$ cat src/rtl/hpdcache_pkg.sv
// Shared HPDcache write-buffer types.
// Contents: wbuf_state_e, the 2-bit lifecycle state of one WBUF directory entry.
package hpdcache_pkg;

  // Entry lifecycle. The encoding is visible on state_o, so it must stay fixed.
  typedef enum logic [1:0] {
    WBUF_FREE = 2'b00,
    WBUF_OPEN = 2'b01,
    WBUF_PEND = 2'b10,
    WBUF_SENT = 2'b11
  } wbuf_state_e;

endpackage

$ cat src/rtl/hpdcache_rrarb.sv
// Round-robin arbiter that picks the first requester at or after a rotating pointer.
// Ports:
//   clk_i, rst_i  clock, synchronous active-high reset
//   req_i         request vector (one bit per entry)
//   hs_i          a grant was accepted this cycle
//   hs_idx_i      index of the accepted grant; the pointer moves to hs_idx_i+1
//   gnt_o         one-hot grant, combinational from req_i and the pointer
//   gnt_idx_o     index of the granted requester (0 when nothing is granted)
module hpdcache_rrarb #(
  parameter  int unsigned N     = 4,
  localparam int unsigned IDX_W = $clog2(N)
) (
  input  logic             clk_i,
  input  logic             rst_i,
  input  logic [N-1:0]     req_i,
  input  logic             hs_i,
  input  logic [IDX_W-1:0] hs_idx_i,
  output logic [N-1:0]     gnt_o,
  output logic [IDX_W-1:0] gnt_idx_o
);

  logic [IDX_W-1:0] r_ptr;
  logic [IDX_W-1:0] w_ptr;
  logic [IDX_W-1:0] w_cand;
  logic             w_found;

  // The pointer moves in the handshake cycle itself, so the next grant can be
  // presented on the very next cycle. N is a power of two, so the sum wraps.
  always_comb begin
    w_ptr     = hs_i ? hs_idx_i + IDX_W'(1) : r_ptr;
    gnt_o     = '0;
    gnt_idx_o = '0;
    w_found   = 1'b0;
    w_cand    = '0;
    for (int unsigned k = 0; k < N; k++) begin
      w_cand = w_ptr + IDX_W'(k);
      if (!w_found && req_i[w_cand]) begin
        w_found          = 1'b1;
        gnt_o[w_cand]    = 1'b1;
        gnt_idx_o        = w_cand;
      end
    end
  end

  // Pointer register
  always_ff @(posedge clk_i) begin
    if (rst_i) begin
      r_ptr <= '0;
    end else if (hs_i) begin
      r_ptr <= hs_idx_i + IDX_W'(1);
    end
  end

endmodule

$ cat src/rtl/hpdcache_wbuf_send_sched.sv
// Write-buffer send scheduler: per-entry FREE/OPEN/PEND/SENT lifecycle, ageing
// of OPEN entries, and round-robin issue of PEND entries to the NoC.
// Ports:
//   clk_i, rst_i                   clock, synchronous active-high reset
//   cfg_threshold_i                OPEN->PEND age threshold
//   cfg_rst_on_wr_i                a write to an OPEN entry clears its timer
//   flush_all_i                    promote every OPEN entry to PEND
//   alloc_i/alloc_idx_i            FREE->OPEN
//   write_i/write_idx_i            data merged into an OPEN entry
//   close_i/close_idx_i            force an OPEN entry to PEND
//   send_valid_o/send_idx_o        registered offer of a PEND entry
//   send_ready_i                   NoC accept
//   ack_i/ack_idx_i                memory ack, SENT->FREE
//   free_o/free_idx_o/empty_o      any FREE / lowest FREE index / all FREE
//   state_o                        per-entry state, entry i at [2i+1:2i]
module hpdcache_wbuf_send_sched
  import hpdcache_pkg::*;
#(
  parameter  int unsigned N_ENTRIES     = 4,
  parameter  int unsigned TIMECNT_WIDTH = 4,
  localparam int unsigned IDX_W         = $clog2(N_ENTRIES)
) (
  input  logic                     clk_i,
  input  logic                     rst_i,
  input  logic [TIMECNT_WIDTH-1:0] cfg_threshold_i,
  input  logic                     cfg_rst_on_wr_i,
  input  logic                     flush_all_i,
  input  logic                     alloc_i,
  input  logic [IDX_W-1:0]         alloc_idx_i,
  input  logic                     write_i,
  input  logic [IDX_W-1:0]         write_idx_i,
  input  logic                     close_i,
  input  logic [IDX_W-1:0]         close_idx_i,
  output logic                     send_valid_o,
  output logic [IDX_W-1:0]         send_idx_o,
  input  logic                     send_ready_i,
  input  logic                     ack_i,
  input  logic [IDX_W-1:0]         ack_idx_i,
  output logic                     free_o,
  output logic [IDX_W-1:0]         free_idx_o,
  output logic                     empty_o,
  output logic [2*N_ENTRIES-1:0]   state_o
);

  logic                 r_send_valid;
  logic [IDX_W-1:0]     r_send_idx;
  logic                 w_hs;
  logic [N_ENTRIES-1:0] w_hs_mask;
  logic [N_ENTRIES-1:0] w_free;
  logic [N_ENTRIES-1:0] w_open;
  logic [N_ENTRIES-1:0] w_pend;
  logic [N_ENTRIES-1:0] w_sent;
  logic [N_ENTRIES-1:0] w_gnt;
  logic [IDX_W-1:0]     w_gnt_idx;

  assign w_hs = r_send_valid && send_ready_i;

  // Per-entry lifecycle FSM and age timer
  for (genvar gi = 0; gi < N_ENTRIES; gi++) begin : g_entry
    wbuf_state_e              r_state;
    wbuf_state_e              w_state_nxt;
    logic [TIMECNT_WIDTH-1:0] r_timer;
    logic [TIMECNT_WIDTH-1:0] w_timer_nxt;
    logic                     w_alloc_hit;
    logic                     w_write_rst;
    logic                     w_close_hit;
    logic                     w_send_hit;
    logic                     w_ack_hit;

    assign w_alloc_hit = alloc_i && (alloc_idx_i == IDX_W'(gi));
    assign w_write_rst = write_i && cfg_rst_on_wr_i && (write_idx_i == IDX_W'(gi));
    assign w_close_hit = close_i && (close_idx_i == IDX_W'(gi));
    assign w_send_hit  = w_hs && (r_send_idx == IDX_W'(gi));
    assign w_ack_hit   = ack_i && (ack_idx_i == IDX_W'(gi));

    // Commands aimed at an entry in the wrong state fall through untouched.
    always_comb begin
      w_state_nxt = r_state;
      w_timer_nxt = r_timer;
      case (r_state)
        WBUF_FREE: begin
          if (w_alloc_hit) begin
            w_state_nxt = WBUF_OPEN;
            w_timer_nxt = '0;
          end
        end
        WBUF_OPEN: begin
          // A resetting write masks the threshold compare; close/flush still win.
          w_timer_nxt = w_write_rst ? '0
                      : ((&r_timer) ? r_timer : r_timer + TIMECNT_WIDTH'(1));
          if (w_close_hit || flush_all_i ||
              (!w_write_rst && (r_timer >= cfg_threshold_i))) begin
            w_state_nxt = WBUF_PEND;
          end
        end
        WBUF_PEND: begin
          if (w_send_hit) w_state_nxt = WBUF_SENT;
        end
        WBUF_SENT: begin
          if (w_ack_hit) w_state_nxt = WBUF_FREE;
        end
        default: w_state_nxt = r_state;
      endcase
    end

    always_ff @(posedge clk_i) begin
      if (rst_i) begin
        r_state <= WBUF_FREE;
        r_timer <= '0;
      end else begin
        r_state <= w_state_nxt;
        r_timer <= w_timer_nxt;
      end
    end

    assign w_free[gi]         = (r_state == WBUF_FREE);
    assign w_open[gi]         = (r_state == WBUF_OPEN);
    assign w_pend[gi]         = (r_state == WBUF_PEND);
    assign w_sent[gi]         = (r_state == WBUF_SENT);
    assign state_o[2*gi +: 2] = r_state;
  end

  // The entry leaving PEND this cycle must not be re-granted.
  always_comb begin
    w_hs_mask = '0;
    if (w_hs) w_hs_mask[r_send_idx] = 1'b1;
  end

  hpdcache_rrarb #(
    .N (N_ENTRIES)
  ) u_rrarb (
    .clk_i     (clk_i),
    .rst_i     (rst_i),
    .req_i     (w_pend & ~w_hs_mask),
    .hs_i      (w_hs),
    .hs_idx_i  (r_send_idx),
    .gnt_o     (w_gnt),
    .gnt_idx_o (w_gnt_idx)
  );

  // Offer register: holds (locks) the offered index until it is accepted.
  always_ff @(posedge clk_i) begin
    if (rst_i) begin
      r_send_valid <= 1'b0;
      r_send_idx   <= '0;
    end else if (!r_send_valid || send_ready_i) begin
      r_send_valid <= |w_gnt;
      if (|w_gnt) r_send_idx <= w_gnt_idx;
    end
  end

  assign send_valid_o = r_send_valid;
  assign send_idx_o   = r_send_idx;

  // Lowest FREE index, 0 when none
  always_comb begin
    free_idx_o = '0;
    for (int unsigned k = N_ENTRIES; k > 0; k--) begin
      if (w_free[IDX_W'(k-1)]) free_idx_o = IDX_W'(k-1);
    end
  end

  assign free_o  = |w_free;
  assign empty_o = &w_free;

`ifndef SYNTHESIS
  a_alloc_free: assert property (@(posedge clk_i) disable iff (rst_i)
    alloc_i |-> w_free[alloc_idx_i]) else $error("alloc to non-FREE entry");
  a_write_open: assert property (@(posedge clk_i) disable iff (rst_i)
    write_i |-> w_open[write_idx_i]) else $error("write to non-OPEN entry");
  a_close_open: assert property (@(posedge clk_i) disable iff (rst_i)
    close_i |-> w_open[close_idx_i]) else $error("close to non-OPEN entry");
  a_ack_sent: assert property (@(posedge clk_i) disable iff (rst_i)
    ack_i |-> w_sent[ack_idx_i]) else $error("ack to non-SENT entry");
`endif

endmodule

$ cat config.mk
export PLATFORM = sky130hd
export DESIGN_NAME = hpdcache_wbuf_send_sched
export DESIGN_NICKNAME = d
export VERILOG_FILES = /design/src/rtl/hpdcache_pkg.sv /design/src/rtl/hpdcache_rrarb.sv /design/src/rtl/hpdcache_wbuf_send_sched.sv
export SDC_FILE = /design/constraint.sdc
export NUM_CORES = 1
export LEC_CHECK = 0
export BUFFER_PORTS_ARGS = -buffer_cell sky130_fd_sc_hd__buf_2
export CAP_MARGIN = 0
export CORE_ASPECT_RATIO = 1.75
export CORE_UTILIZATION = 50
export CTS_BUF_LIST = sky130_fd_sc_hd__clkbuf_4 sky130_fd_sc_hd__clkbuf_8
export DETAILED_ROUTE_END_ITERATION = 8
export PLACE_DENSITY_LB_ADDON = 0.1
export SETUP_SLACK_MARGIN = 0.02
export SLEW_MARGIN = 20
export SYNTH_ARGS = -nofsm -noshare
export SYNTH_HDL_FRONTEND = slang
export SYNTH_SLANG_ARGS = --single-unit
$ cat constraint.sdc
create_clock -name clk_i -period 2.4 [get_ports clk_i]
set_input_delay 0.48 -clock clk_i [delete_from_list [all_inputs] [get_ports clk_i]]
set_output_delay 0.48 -clock clk_i [all_outputs]
set_load 0.05 [all_outputs]
# Word-level counts from Yosys, hierarchy flattened
# Cells that the tools add are included.
[totals]
output_inout_bits = 15
elab_cells = 236
regBits = 29
[op_classes]
n_addsub = 8
n_bitwise = 5
reduce_logical = 80
n_lt_le_gt_ge = 14
eq_ne = 47
n_mux = 71
[op_table]
columns = ["operator", "n"]
rows = [
  ["2-to-1 mux 4 bit", 17],
  ["2-to-1 mux 2 bit", 25],
  ["equality test 2 bit (second input constant)", 18],
  ["AND reduction 4 bit", 9],
  ["logical AND 1 bit", 34],
  ["!= test 2 x 1 -> 1 bit (second input constant)", 16],
  ["case mux 2 bit (4 select lines)", 4],
  ["case mux 4 bit (2 select lines)", 4],
  ["equality test 2 x 1 -> 1 bit (second input constant)", 9],
  ["zero test 2 bit", 9],
  ["adder 4 x 1 -> 4 bit (second input constant)", 4],
  [">= comparator 4 bit", 4],
  ["< comparator 2 x 3 -> 1 bit (second input constant)", 5],
  ["2-to-1 mux 1 bit", 12],
  ["!= test 3 bit (second input constant)", 4],
  ["OR 4 bit", 3],
  ["AND reduction 3 bit", 4],
  ["demux 1 bit (select 2 bit)", 5],
  [">= comparator 2 x 1 -> 1 bit (second input constant)", 5],
  ["logical OR 1 bit", 9],
  ["binary-select mux 1 bit (select 2 bit)", 4],
  ["zero test 1 bit", 8],
  ["nonzero test 2 bit", 4],
  ["OR reduction 4 bit", 2],
  ["other kinds (5)", 7],
]

# Depth between registers and ports, before layout
[logic_depth]
word_depth = 21
depth_mapped = 12

# Hierarchy
# Synthesis repeated with hierarchy kept, for this count alone.
[hier_totals]
hier_cells = 352
area_unflattened_um2 = 2835.2
[by_module_without_submodules]
columns = ["module", "n_inst", "area_each_um2", "cells_each", "seq_area_each_um2"]
rows = [
  ["hpdcache_wbuf_send_sched", 1, 2228.4, 270, 540.5],
  ["hpdcache_rrarb", 1, 606.8, 82, 40.0],
]

# Worst setup path after synthesis
# No wires, ideal clock.
[synth_timing]
path_type = "register to register"
startpoint = "reg r_send_idx[0] (netlist: send_idx_o[0])"
endpoint = "reg r_send_idx[1] (netlist: send_idx_o[1])"
n_path_buf = 1
path_slack_ps = -595
path_stages_with_launch = 12
period_less_slack_ps = 2995
arrival_ps = 2876
path_cell_list = "dfxtp_1 > inv_1 > ha_1 > nand3_1 > and2_1 > buf_4 > inv_1 > ha_1 > mux2_2 > o211a_1 > o21ba_2 > mux2i_1"
[synth_rtl]
columns = ["item", "line", "rtl"]
rows = [
  ["start, declared", "hpdcache_wbuf_send_sched.sv:46", "logic [IDX_W-1:0] r_send_idx;"],
  ["start signal, assigned", "hpdcache_wbuf_send_sched.sv:148", "if (|w_gnt) r_send_idx <= w_gnt_idx;"],
  ["adder 2 x 1 -> 2 bit *", "hpdcache_rrarb.sv:30", "w_ptr = hs_i ? hs_idx_i + IDX_W'(1) : r_ptr;"],
  ["2-to-1 mux 2 bit *", "hpdcache_rrarb.sv:30", ""],
  ["named net u_rrarb.w_ptr[1]", "hpdcache_rrarb.sv:23", "logic [IDX_W-1:0] w_ptr;"],
  ["branches (longest 14 deep; another with < comparator 2 x 3 -> 1 bit)", "--", ""],
]
# Mark *: on every way through the listed nets, which the timed path passes. The select of a mux whose other input is x is not followed.
# A chain may end at the register's enable or synchronous reset.

# Final worst setup path
[layout_timing]
startpoint = "reg r_send_idx[0] (netlist: send_idx_o[0])"
endpoint = "reg r_send_idx[0] (netlist: send_idx_o[0])"
[layout_via]
elab_chain_len = 21
[layout_rtl]
columns = ["item"]
rows = [
  ["branches (longest 21 deep; another with < comparator 2 x 3 -> 1 bit)"],
]
# Parallel ways; which one is timed is not known. The select of a mux whose other input is x is not followed.

==> results_dict.tcl <==
set metrics [dict create \
    cts_sinks 29 \
    cp_top_family "multiplexers" \
    synth_area_mm2 0.00261 \
    slew_headroom_pct 63.8 \
    hold_ws_ns 0.508 \
    cp_slowest_cell "mux4_2" \
    wl_per_cell_um 15.9 \
    min_path_cells 2 \
    fin_skew_ns 0.00649 \
    synth_area_per_cell_um2 8.52 \
    rsz0062_at_grt "yes" \
    cts.htree.levels 2 \
    grt_overflow 0 \
    intPower_w 0.00163 \
    start_util_pct 52.4 \
    numCtsBuffers 5 \
    status "complete, no violations" \
    tritoncts "yes" \
    r2r_cells 9 \
    grt_max_degree 24 \
    grt_pass1_vias 2415 \
    ff2ff_setup_slack_ns 0.08 \
    cp-endpoint "send_idx_o[0]" \
    peakVddDrop_v 0.000655 \
    nets 428 \
    path_clk_slew_ns 0.06 \
    p_seq_share_pct 22.7 \
    setup_tns_ns 0 \
    portBuffers 35 \
    area_growth_pct 20.6 \
    n_fill_cell 457 \
    drt_iter0_drc 134 \
    grt_pass1_wl_um 10800 \
    combPwrFrac_pct 64.0 \
    slowest_delay_ns 0.53 \
    dieWidth_um 56.6 \
    syn-num-nets 373 \
    core.rowCount 34 \
    drtAntennaViolNets 0 \
    core_area_mm2 0.00498 \
    dp_hpwl_um 5390 \
    regArea_um2 592 \
    postLayoutCoreUtil_pct 63.2 \
    hold_class "reg2reg" \
    end_kind "register" \
    final_layout_size_suffix_gt1_share_pct 25.2 \
    switching_share_pct 48.8 \
    hold_viol_final 0 \
    met2_length_um 3630 \
    finalPower_w 0.00318 \
    routed_wl_um 6590 \
    min_period_ns 2.32 \
    path_cells "buf_4 > ha_1 > nand3_1 > nand2_1 > mux4_2 > a21oi_4 > o211a_1 > o21ba_4 > mux2i_1" \
    synth_edf_count 0 \
    cts_buffer_depth 2 \
    p_switching_w 0.00156 \
    final_common_cell "ha_1" \
    ys_ff_latch 29 \
    antenna_found_initial 0 \
    postSynth.asyncResetShare_pct 0 \
    top_layer "met4" \
    critical_path_class "reg2reg" \
    dr.pass1.iters 4 \
    wirelength_met1_um 2480 \
    worstReg2RegEnd "send_idx_o[0]" \
    finalCritPeriodShare_pct 96.6 \
    floorplan.die_area_mm2 0.00552 \
    n_antenna_cell 0 \
    tightestPinTransition_ns 0.543 \
    r2r-start "send_idx_o[0]" \
    max_cap_viol_count 0 \
    clock_latency_ns 0.28 \
    cp.required_ns 2.60 \
    synth_ff_type "dfxtp_1" \
    grt_usage_pct 25.1 \
    vias 2419 \
    ios 36 \
    crit_buf_inv 1 \
    path_depth 9 \
    multi_input_area_mm2 0.00196 \
    arrival_ns 2.52 \
    drv_slew 0 \
    cp-start-kind "register" \
    final_cell_mix "42 x ha_1, 35 x buf_2, 26 x dfxtp_1, 23 x nor2_1, 23 x inv_1" \
    max_freq_ghz 0.431 \
    die_h_um 97.5 \
    power.density_mw_per_mm2 1010 \
    syn_inst 306 \
    cellLeakagePower_nw 1.50 \
    drc 0 \
    p_clk_share_pct 13.3 \
    hold_buffers 0 \
    setup_viol 0 \
    synth_cell_types 55 \
    worstSetupStartpoint "send_idx_o[0]" \
    synth_seq_area_share_pct 22.3 \
    clock-root-buffer "clkbuf_8" \
    routabilityCongestion 0.925 \
    met3_length_um 174 \
    crit_fanout 6 \
    yosys_warnings 0 \
    via_per_inst 5.83 \
]
-- area by class of cell --
class | instances | share of cell area, %
multi-input combinational | 243 | 62.4
sequential | 29 | 18.8
timing repair buffer | 55 | 10.3
inverter | 27 | 3.46
clock buffer | 7 | 2.87
tap | 54 | 2.15
-- worst min-delay path by stage --
stage                                from               endpoint
floorplan           g_entry[2].r_timer[1]  g_entry[2].r_timer[1]
global placement    g_entry[2].r_timer[1]  g_entry[2].r_timer[1]
detailed placement  g_entry[2].r_timer[1]  g_entry[2].r_timer[1]
CTS                 g_entry[2].r_timer[1]  g_entry[2].r_timer[1]
global route        g_entry[2].r_timer[1]  g_entry[2].r_timer[1]
finish              g_entry[2].r_timer[1]  g_entry[2].r_timer[1]
-- power by group through the flow --
stage | Combinational (W) | Clock [W] | Sequential, W
final | 0.00204 | 0.000425 | 0.000722
after global routing | 0.00220 | 0.000454 | 0.000738
after CTS | 0.00199 | 0.000427 | 0.000729
after detailed placement | 0.00198 | 0 | 0.000737
after global placement | 0.00193 | 0 | 0.000733
after floorplan | 0.00130 | 0 | 0.000933
-- cell usage after synthesis, types with 2 or more instances --
master     instances  share of area, %
a211o_1            2              0.67
a21bo_2            2              0.77
a21o_1            14               4.0
a21oi_1           19               3.6
a311oi_1           3               1.0
a31oi_1            2              0.48
and3_1             2              0.48
buf_6              2              0.86
clkbuf_1           3              0.43
dfxtp_1           29                22
ha_1              46                22
inv_1             26               3.7
mux2_2             2              0.86
mux2i_1           12               4.6
nand2_1           16               2.3
nand2b_1           6               1.4
nand3_1           19               3.6
nand3b_1           3              0.86
nand4_1            8               1.9
nor2_1            23               3.3
nor2b_1            3              0.72
nor3_1             7               1.3
nor4_1             2              0.48
o2111ai_1          2              0.67
o211a_1            2              0.77
o211ai_1           4               1.2
o21a_1             2              0.58
o21ai_0           10               1.9
or3_1              2              0.48
xnor2_1            4               1.3
xor2_1             5               1.7
-- worst register-to-register path, cell delays in order (launching register included) --
cell and delay [ns]:
dfxtp_4 0.36, buf_4 0.14, ha_1 0.19, nand3_1 0.18
nand2_1 0.19, mux4_2 0.53, a21oi_4 0.14, o211a_1 0.19
o21ba_4 0.15, mux2i_1 0.18
-- layer usage --
metal | up-vias | GRT usage, %
li1 | 1211 | -
met1 | 1129 | 23.1
met4 | 0 | 14.8
met5 | - | 0
met2 | 59 | 49.3
met3 | 20 | 3.06
-- flip-flops by register name, summed over array words and instances, names as in the netlist --
register,flops
g_entry.r_timer,16
g_entry.r_state,8
send_idx_o,2
u_rrarb.r_ptr,2
send_valid_o,1
-- repair_timing --
item | CTS | global route
gates resized for setup | 0 | 3
hold endpoints to repair | 0 | 0
buffers inserted | 0 | 3
setup endpoints to repair | 0 | 2
-- kinds of logic after synthesis --
group | after synthesis | synth area share [%]
and+or+nand+nor | 99 | 19.6
DFF | 29 | 22.3
muxes | 17 | 8.21
xor gates and xnor gates | 9 | 3.02
AOI/OAI and AO/OA | 72 | 19.1
adders and majority gates | 46 | 22.1
buffers and inverters | 34 | 5.71
-- per-stage QoR --
step,std cells,instance area [µm²],setup slack (ns)
5_1_grt,415,3140,0.00476
3_5_place_dp,405,3020,-0.0574
4_1_cts,412,3110,0.0238
3_3_place_gp,405,3020,-0.00707
6_report,415,3140,0.0810
2_1_floorplan,306,2700,-0.0129
No activity file was read; power rests on OpenSTA's default activity.
